## src/rtl/cpu_run_ctrl_if.sv

```systemverilog
// Host command channel of the run/halt/step controller.
// The host drives commands and the controller answers with cmd_ready.
interface cpu_run_ctrl_if #(
    parameter int DIV_W = 16
);
    logic             cmd_valid;
    logic             cmd_ready;
    logic [1:0]       cmd_op;
    logic [DIV_W-1:0] div_val;

    modport master (
        output cmd_valid,
        output cmd_op,
        output div_val,
        input  cmd_ready
    );

    modport slave (
        input  cmd_valid,
        input  cmd_op,
        input  div_val,
        output cmd_ready
    );
endinterface

```

## src/rtl/cpu_run_ctrl.sv

```systemverilog
// Run/halt/step sequencer for the CPU core: issues a one-cycle cpu_en tick every
// div_reg+1 cycles, stops on a PC breakpoint and snapshots x3 while halted.
module cpu_run_ctrl #(
    parameter int DIV_W  = 16,
    parameter int PC_W   = 32,
    parameter int DATA_W = 32,
    parameter int CNT_W  = 32
) (
    input  logic              clk,
    input  logic              rst,
    cpu_run_ctrl_if.slave     cmd,
    input  logic              bp_en,
    input  logic [PC_W-1:0]   bp_addr,
    input  logic [PC_W-1:0]   pc,
    input  logic [DATA_W-1:0] x3_in,
    output logic              cpu_en,
    output logic              halted,
    output logic              bp_hit,
    output logic [CNT_W-1:0]  step_count,
    output logic [DATA_W-1:0] x3_snap
);

    typedef enum logic [1:0] {
        ST_HALT = 2'd0,
        ST_RUN  = 2'd1,
        ST_STEP = 2'd2
    } state_t;

    localparam logic [1:0] OP_RUN  = 2'b01;
    localparam logic [1:0] OP_HALT = 2'b10;
    localparam logic [1:0] OP_STEP = 2'b11;

    state_t           state;
    logic [DIV_W-1:0] div_reg;
    logic [DIV_W-1:0] cnt;
    logic             skip_bp;
    logic             cmd_ready_q;

    logic             cmd_accept;
    logic             bp_stop;
    logic             active;
    logic             tick;

    // Breakpoint is only armed in RUN, and skip_bp lets a run resumed on the
    // breakpoint PC execute that instruction once.
    assign cmd_accept = cmd.cmd_valid && cmd_ready_q;
    assign bp_stop    = (state == ST_RUN) && bp_en && (pc == bp_addr) && !skip_bp;
    assign active     = (state == ST_RUN) || (state == ST_STEP);
    assign tick       = active && (cnt == div_reg) && !bp_stop;

    assign cpu_en        = tick;
    assign cmd.cmd_ready = cmd_ready_q;

    always_ff @(posedge clk or negedge rst) begin
        if (!rst) begin
            state       <= ST_HALT;
            div_reg     <= '0;
            cnt         <= '0;
            skip_bp     <= 1'b0;
            step_count  <= '0;
            bp_hit      <= 1'b0;
            x3_snap     <= '0;
            cmd_ready_q <= 1'b1;
            halted      <= 1'b1;
        end else begin
            if (state == ST_HALT) begin
                x3_snap <= x3_in;
            end

            if (tick) begin
                step_count <= step_count + CNT_W'(1);
            end

            case (state)
                ST_HALT: begin
                    if (cmd_accept && cmd.cmd_op == OP_RUN) begin
                        div_reg     <= cmd.div_val;
                        cnt         <= '0;
                        skip_bp     <= 1'b1;
                        bp_hit      <= 1'b0;
                        state       <= ST_RUN;
                        halted      <= 1'b0;
                        cmd_ready_q <= 1'b1;
                    end else if (cmd_accept && cmd.cmd_op == OP_STEP) begin
                        div_reg     <= cmd.div_val;
                        cnt         <= '0;
                        bp_hit      <= 1'b0;
                        state       <= ST_STEP;
                        halted      <= 1'b0;
                        cmd_ready_q <= 1'b0;
                    end
                end

                ST_RUN: begin
                    cnt <= tick ? '0 : cnt + DIV_W'(1);
                    if (tick) begin
                        skip_bp <= 1'b0;
                    end
                    // A breakpoint wins over a simultaneous halt so bp_hit still reports it.
                    if (bp_stop) begin
                        bp_hit      <= 1'b1;
                        state       <= ST_HALT;
                        halted      <= 1'b1;
                        cmd_ready_q <= 1'b1;
                    end else if (cmd_accept && cmd.cmd_op == OP_HALT) begin
                        state       <= ST_HALT;
                        halted      <= 1'b1;
                        cmd_ready_q <= 1'b1;
                    end
                end

                ST_STEP: begin
                    cnt <= tick ? '0 : cnt + DIV_W'(1);
                    if (tick) begin
                        state       <= ST_HALT;
                        halted      <= 1'b1;
                        cmd_ready_q <= 1'b1;
                    end
                end

                default: begin
                    state       <= ST_HALT;
                    halted      <= 1'b1;
                    cmd_ready_q <= 1'b1;
                end
            endcase
        end
    end

endmodule
```

## src/flat_wrapper.sv

```systemverilog
// flat-port wrapper written by rule: the top's interface ports become plain ports
module cpu_run_ctrl_flat 
#(
    parameter int DIV_W  = 16,
    parameter int PC_W   = 32,
    parameter int DATA_W = 32,
    parameter int CNT_W  = 32
)
  (clk, rst, bp_en, bp_addr, pc, x3_in, cpu_en, halted, bp_hit, step_count, x3_snap, cmd_cmd_valid, cmd_cmd_op, cmd_div_val, cmd_cmd_ready);
  cpu_run_ctrl_if #(.DIV_W(DIV_W)) cmd_i ();
  input  logic clk;
  input  logic rst;
  input  logic bp_en;
  input  logic [PC_W-1:0] bp_addr;
  input  logic [PC_W-1:0] pc;
  input  logic [DATA_W-1:0] x3_in;
  output logic cpu_en;
  output logic halted;
  output logic bp_hit;
  output logic [CNT_W-1:0] step_count;
  output logic [DATA_W-1:0] x3_snap;
  input wire logic [$bits(cmd_i.cmd_valid)-1:0] cmd_cmd_valid;
  input wire logic [$bits(cmd_i.cmd_op)-1:0] cmd_cmd_op;
  input wire logic [$bits(cmd_i.div_val)-1:0] cmd_div_val;
  output wire logic [$bits(cmd_i.cmd_ready)-1:0] cmd_cmd_ready;
  assign cmd_i.cmd_valid = cmd_cmd_valid;
  assign cmd_i.cmd_op = cmd_cmd_op;
  assign cmd_i.div_val = cmd_div_val;
  assign cmd_cmd_ready = cmd_i.cmd_ready;
  cpu_run_ctrl #(.DIV_W(DIV_W), .PC_W(PC_W), .DATA_W(DATA_W), .CNT_W(CNT_W)) u_core (.clk(clk), .rst(rst), .cmd(cmd_i), .bp_en(bp_en), .bp_addr(bp_addr), .pc(pc), .x3_in(x3_in), .cpu_en(cpu_en), .halted(halted), .bp_hit(bp_hit), .step_count(step_count), .x3_snap(x3_snap));
endmodule
```

## config.mk

```make
export PLATFORM = sky130hd
export DESIGN_NAME = cpu_run_ctrl_flat
export DESIGN_NICKNAME = d
export VERILOG_FILES = /design/src/rtl/cpu_run_ctrl_if.sv /design/src/rtl/cpu_run_ctrl.sv /design/src/flat_wrapper.sv
export SDC_FILE = /design/constraint.sdc
export NUM_CORES = 1
export LEC_CHECK = 0
export ABC_CLOCK_PERIOD_IN_PS = 3760
export CAP_MARGIN = 25
export CORE_MARGIN = 5
export CORE_UTILIZATION = 35
export DETAILED_ROUTE_END_ITERATION = 8
export PLACE_DENSITY = 0.65
export SETUP_SLACK_MARGIN = 0.5
export SLEW_MARGIN = 15
export SYNTH_ARGS = -nofsm -noshare
export SYNTH_HDL_FRONTEND = slang
export SYNTH_SLANG_ARGS = --single-unit
```

## constraint.sdc

```tcl
create_clock -name clk -period 3.76 [get_ports clk]
set_input_delay 0.376 -clock clk [delete_from_list [all_inputs] [get_ports clk]]
set_output_delay 0.376 -clock clk [all_outputs]
set_load 0.05 [all_outputs]
```

Word-level counts from Yosys, hierarchy flattened --
Index checks and enable logic that the tools add are counted. Widths: inputs -> output; s select.
Word-level totals: bits in registers 102, input port bits 118, output and inout bits 68, word-level logic and storage cells 71
Operators by class: add/subtract/negate cells 2, equal/unequal tests 13, muxes and demuxes 25, reductions and logical operators 22
Operators by type and width (count):
- $mux 16 | 5
- $add 32x1->32 const B | 1
- $eq 32x32->1 | 1
- $pmux 16 s2 | 1
- $add 16x1->16 const B | 1
- $eq 16x16->1 | 1
- $mux 2 | 5
- $logic_and 1x1->1 | 9
- $mux 1 | 9
- $reduce_and 3->1 | 3
- $eq 2x2->1 const B | 3
- $ne 2x1->1 const B | 3
- $pmux 1 s3 | 2
- $pmux 2 s3 | 1
- $reduce_bool 2->1 | 3
- $eq 2x1->1 const B | 2
- $pmux 1 s2 | 2
- $reduce_and 2->1 | 2
- $ne 3x2->1 const B | 1
- $ne 3x3->1 const B | 1
- $logic_not 1->1 | 2
- $logic_not 2->1 | 1
- $ne 2x2->1 const B | 1
- $reduce_or 2->1 | 1
- $logic_or 1x1->1 | 1

Logic depth before layout (Yosys ltp) --
word-level depth 8, mapped depth 11, depth with buffers taken out 9

Least setup slack after synthesis --
OpenSTA, ideal clock, no wires.
kind register -> register, start register u_core.cnt[1], end register u_core.cnt[10], library setup time 0.130 ns, arrival 2.599 ns, data required time 3.630 ns, slack 1.031 ns, stages on the path, launching flop included 8, path buffers 0, period minus slack after synthesis 2.729 ns, cells stage by stage dfrtp_1 xor2_1 nor4_1 nand4bb_1 a311oi_2 nor2_1 nor2_2 nor2_1
On the way: cells in the longest elaborated chain, start to end 5, elaborated cells on any way between the ends 6, classes of those cells add/sub: 1; eq/ne: 1; mux: 2; reduce/logical: 2
RTL lines:
- from (decl) | RTL line cpu_run_ctrl.sv:35 | logic [DIV_W-1:0] cnt;
- from (signal assigned) | RTL line cpu_run_ctrl.sv:95 | cnt <= tick ? '0 : cnt + DIV_W'(1);
- from (signal assigned) | RTL line cpu_run_ctrl.sv:113 | cnt <= tick ? '0 : cnt + DIV_W'(1);
- $eq 16x16->1 | RTL line cpu_run_ctrl.sv:49 | assign tick = active && (cnt == div_reg) && !bp_stop;
- $logic_and 1x1->1 (2 in series) | RTL line cpu_run_ctrl.sv:49
- net cpu_en | RTL line flat_wrapper.sv:17 | output logic cpu_en;
- $mux 16 | RTL line cpu_run_ctrl.sv:95, cpu_run_ctrl.sv:113
- $pmux 16 s2 | RTL line cpu_run_ctrl.sv:74 | case (state)
The timed path passes the listed nets, and every way through them passes these cells. A chain may end at the register's enable or synchronous reset.

Worst setup path in the final report --
start register u_core.cnt[0], end register u_core.step_count[27]
On the way: cells in the longest elaborated chain, start to end 3
RTL lines:
- $eq 16x16->1 | RTL line cpu_run_ctrl.sv:49
- $logic_and 1x1->1 (2 in series) | RTL line cpu_run_ctrl.sv:49
- to (signal assigned) | RTL line cpu_run_ctrl.sv:71 | step_count <= step_count + CNT_W'(1);
- to (decl) | RTL line cpu_run_ctrl.sv:19 | output logic [CNT_W-1:0] step_count,
No other way between the ends.

==> flow_summary.yaml <==
status:
  run_status: "finished clean"
synthesis:
  synthXorXnorAreaFrac: 0.148
  synth-compound-area-share: 0.0359
  synth_top_cell_by_area: "dfrtp_1"
  syn_area_per_cell_sq_um: 10.5
  synth_area_leaders: "dfrtp_1 (48%), xor2_1 (9.1%), mux2_2 (6.9%)"
  synth_edf_count: 0
  synth_fp_nets: 618
  synth.yosys.seq_area_share: 0.492
  syn_area_sq_um: 5200
  ys.flop_type: "dfrtp_1"
  synth-simple-area-share: 0.215
  ys_warn_count: 0
  netlist.area_leader.share: 0.482
  synth_top_family_by_area: "simple AND/OR/NAND/NOR gates"
  yosys.cell_types.count: 50
  synthMuxAreaShare: 0.0751
  ys_ff_latch: 102
  synth_fa_ha_area_frac: 0.0120
  syn_inst: 495
  synthArstFlopShare: 1.00
place:
  place_inst: 857
  dpl.hpwl_um: 11100
  gp_congestion: 0.857
  port_buffers: 185
grt:
  gr-usage-all-layers: 0.157
  grt_overflow: 0
  grt_max_degree: 80
  antenna_found_initial: 0
  grt_pass1_wl_um: 22600
  first_global_vias: 4597
power:
  switching_share: 0.233
  pwr-share-seq: 0.455
  p_leak_uw: 0.00331
  p_per_area_nw_per_um2: 323
  peakVddDrop_mv: 0.198
  combinationalPowerShare: 0.130
  p_switching_uw: 575
  pwr-share-clk: 0.415
  p_int_uw: 1890
floorplanning:
  fp.dieH_um: 132
  start_util: 0.358
  io-pin-count: 186
  core-area_sq_um: 14500
  die_area_sq_um: 17400
  std_cell_rows: 44
  die_width_um: 132
timing:
  max_freq_mhz: 366
  slew_headroom: 0.450
  hold_viol: 0
  fin_crit_sh: 0.726
  rsz0062_at_grt: "no"
  slew_viol_final: 0
  setup_violations: 0
  holdWs_ns: 0.471
  worstMarginPinSlew_ns: 0.802
  finalSetupTns_ns: 0
  fin_crit_ns: 2.73
  skew_ns: 0.00807
detailed_routing:
  wire_per_inst_um: 15.9
  vias_per_cell: 4.98
  dr.pass1.iters: 4
  drc: 0
  vias: 4354
  postRouteAntennaNets: 0
  finalWirelength_um: 14000
  drt_iter0_markers: 161
setup_path:
  startpoint_type: "flip-flop"
  cp_max_fo: 14
  required_ns: 4.02
  arrival_ns: 2.98
  setup.worst_path.end_class: "flip-flop"
  worstSetupPathType: "flip-flop to flip-flop"
cells_and_area:
  nets: 809
  drive_above_1_share: 0.107
  syn_to_final_growth_pct: 46.9
  diodes: 0
  instances_no_fill: 875
  top_regs: "u_core.step_count x32, u_core.x3_snap x32"
hold_path:
  min_path_type: "flip-flop to flip-flop"
run:
  drv_cap: 0
clocking:
  cts_tree: "built"
  post_cts_buffers: 0
  cts_max_path_buffers: 2
  cts_buffers: 9
  clockRootBuffer: "clkbuf_16"
  cts_sinks: 102
  post_cts_resized: 0
  clock_latency_ns: 0.34
  path_clk_slew_ns: 0.07
  htreeDepth: 3
power by group through the flow:
stage | Clock (uW) | Combinational (uW) | Sequential, uW
global placement | 0 | 317 | 1140
finish | 1020 | 322 | 1120
floorplan | 0 | 53.5 | 1210
global route | 1100 | 341 | 1120
detailed placement | 0 | 321 | 1140
CTS | 1060 | 322 | 1120
synth_stat cells (2+ instances only):
| cell | n |
|---|---|
| buf_1 | 4 |
| dfrtp_1 | 100 |
| nor3_1 | 10 |
| nor3_2 | 2 |
| o31ai_1 | 2 |
| dfstp_2 | 2 |
| nand4bb_1 | 2 |
| and2_1 | 2 |
| nor4_1 | 15 |
| ha_1 | 5 |
| or3_4 | 2 |
| a22o_1 | 2 |
| and3_1 | 11 |
| and4_1 | 4 |
| inv_1 | 17 |
| or3_1 | 3 |
| nor4_4 | 2 |
| nand2_1 | 78 |
| or2_2 | 2 |
| a21oi_1 | 3 |
| mux2i_1 | 3 |
| nand3b_1 | 2 |
| nor3b_1 | 2 |
| xor2_1 | 54 |
| nand4b_1 | 2 |
| nor2_1 | 32 |
| nand3_1 | 19 |
| xnor2_1 | 34 |
| a31oi_1 | 3 |
| clkbuf_1 | 5 |
| buf_2 | 3 |
| nand2b_1 | 2 |
| o21ai_0 | 7 |
| nand4_1 | 12 |
| mux2_2 | 32 |
worst max-delay path, cell delays in order (launching register included):
cell      delay [ns]
dfrtp_1         0.45
xnor2_1         0.25
nor3b_1         0.27
nor3b_1         0.32
o311ai_2        0.16
buf_4           0.19
or2_1           0.43
nor4_1          0.39
xor2_1          0.19
logic make-up (layout without fill, tap and decap cells):
logic type                 after synthesis  in the layout
muxes                                   35             35
AOI/OAI and AO/OA                       24             24
and+or+nand+nor                        212            212
xor gates and xnor gates                88             88
adders and majority gates                5              5
buffers and inverters                   29            225
DFF                                    102            102
final timing paths:
| path | cells after the start | to | slack, ns | startpoint |
|---|---|---|---|---|
| max in group asynchronous | 3 | u_core.skip_bp | 2.63 | rst |
| max | 8 | u_core.step_count[27] | 1.03 | u_core.cnt[0] |
| min reg2reg | 1 | u_core.step_count[31] | 0.47 | u_core.step_count[31] |
| min in group asynchronous | 2 | u_core.step_count[23] | 0.49 | rst |
| max reg2reg | 8 | u_core.step_count[27] | 1.03 | u_core.cnt[0] |
| min | 1 | u_core.step_count[31] | 0.47 | u_core.step_count[31] |
final cells by class:
type	instances	area [sq um]
Timing Repair Buffer	192	1920
Sequential cell	102	2550
Inverter	17	63.8
Clock inverter	6	91.3
Fill cell	1360	6900
Multi-Input combinational cell	364	2530
Tap cell	184	230
Clock buffer	10	239
layout by cell type, fill, tap and decap left out, types with 10 or more instances in the layout:
cell type | synthesis | final
nor2_1 | 32 | 32
nor3_1 | 10 | 10
nand3_1 | 19 | 19
mux2_2 | 32 | 32
inv_1 | 17 | 17
dfrtp_1 | 100 | 100
nand4_1 | 12 | 12
nor4_1 | 15 | 15
clkdlybuf4s50_1 | 0 | 183
and3_1 | 11 | 11
nand2_1 | 78 | 78
xnor2_1 | 34 | 34
xor2_1 | 54 | 54
stage by stage:
step	util	total power [uW]	worst slack, ns	area, sq um
floorplan	-	1260	1.03	5200
global placement	0.500	1460	0.743	7260
detailed placement	0.500	1470	0.731	7260
CTS	0.523	2500	0.967	7590
global route	0.525	2570	0.705	7630
finish	0.525	2470	1.03	7630
layer usage:
metal  wire, um  share of wire  track usage
met1       5650           0.41        0.186
met2       6980           0.50        0.272
met3       1060          0.076       0.0481
met4        262          0.019       0.0526
met5          0              0            0
what timing repair did:
action	CTS	global route
endpoints found under the hold margin	0	23
endpoints found under the setup margin	0	0
hold buffers	0	1
Note: power is estimated with default switching activity, not from simulation.
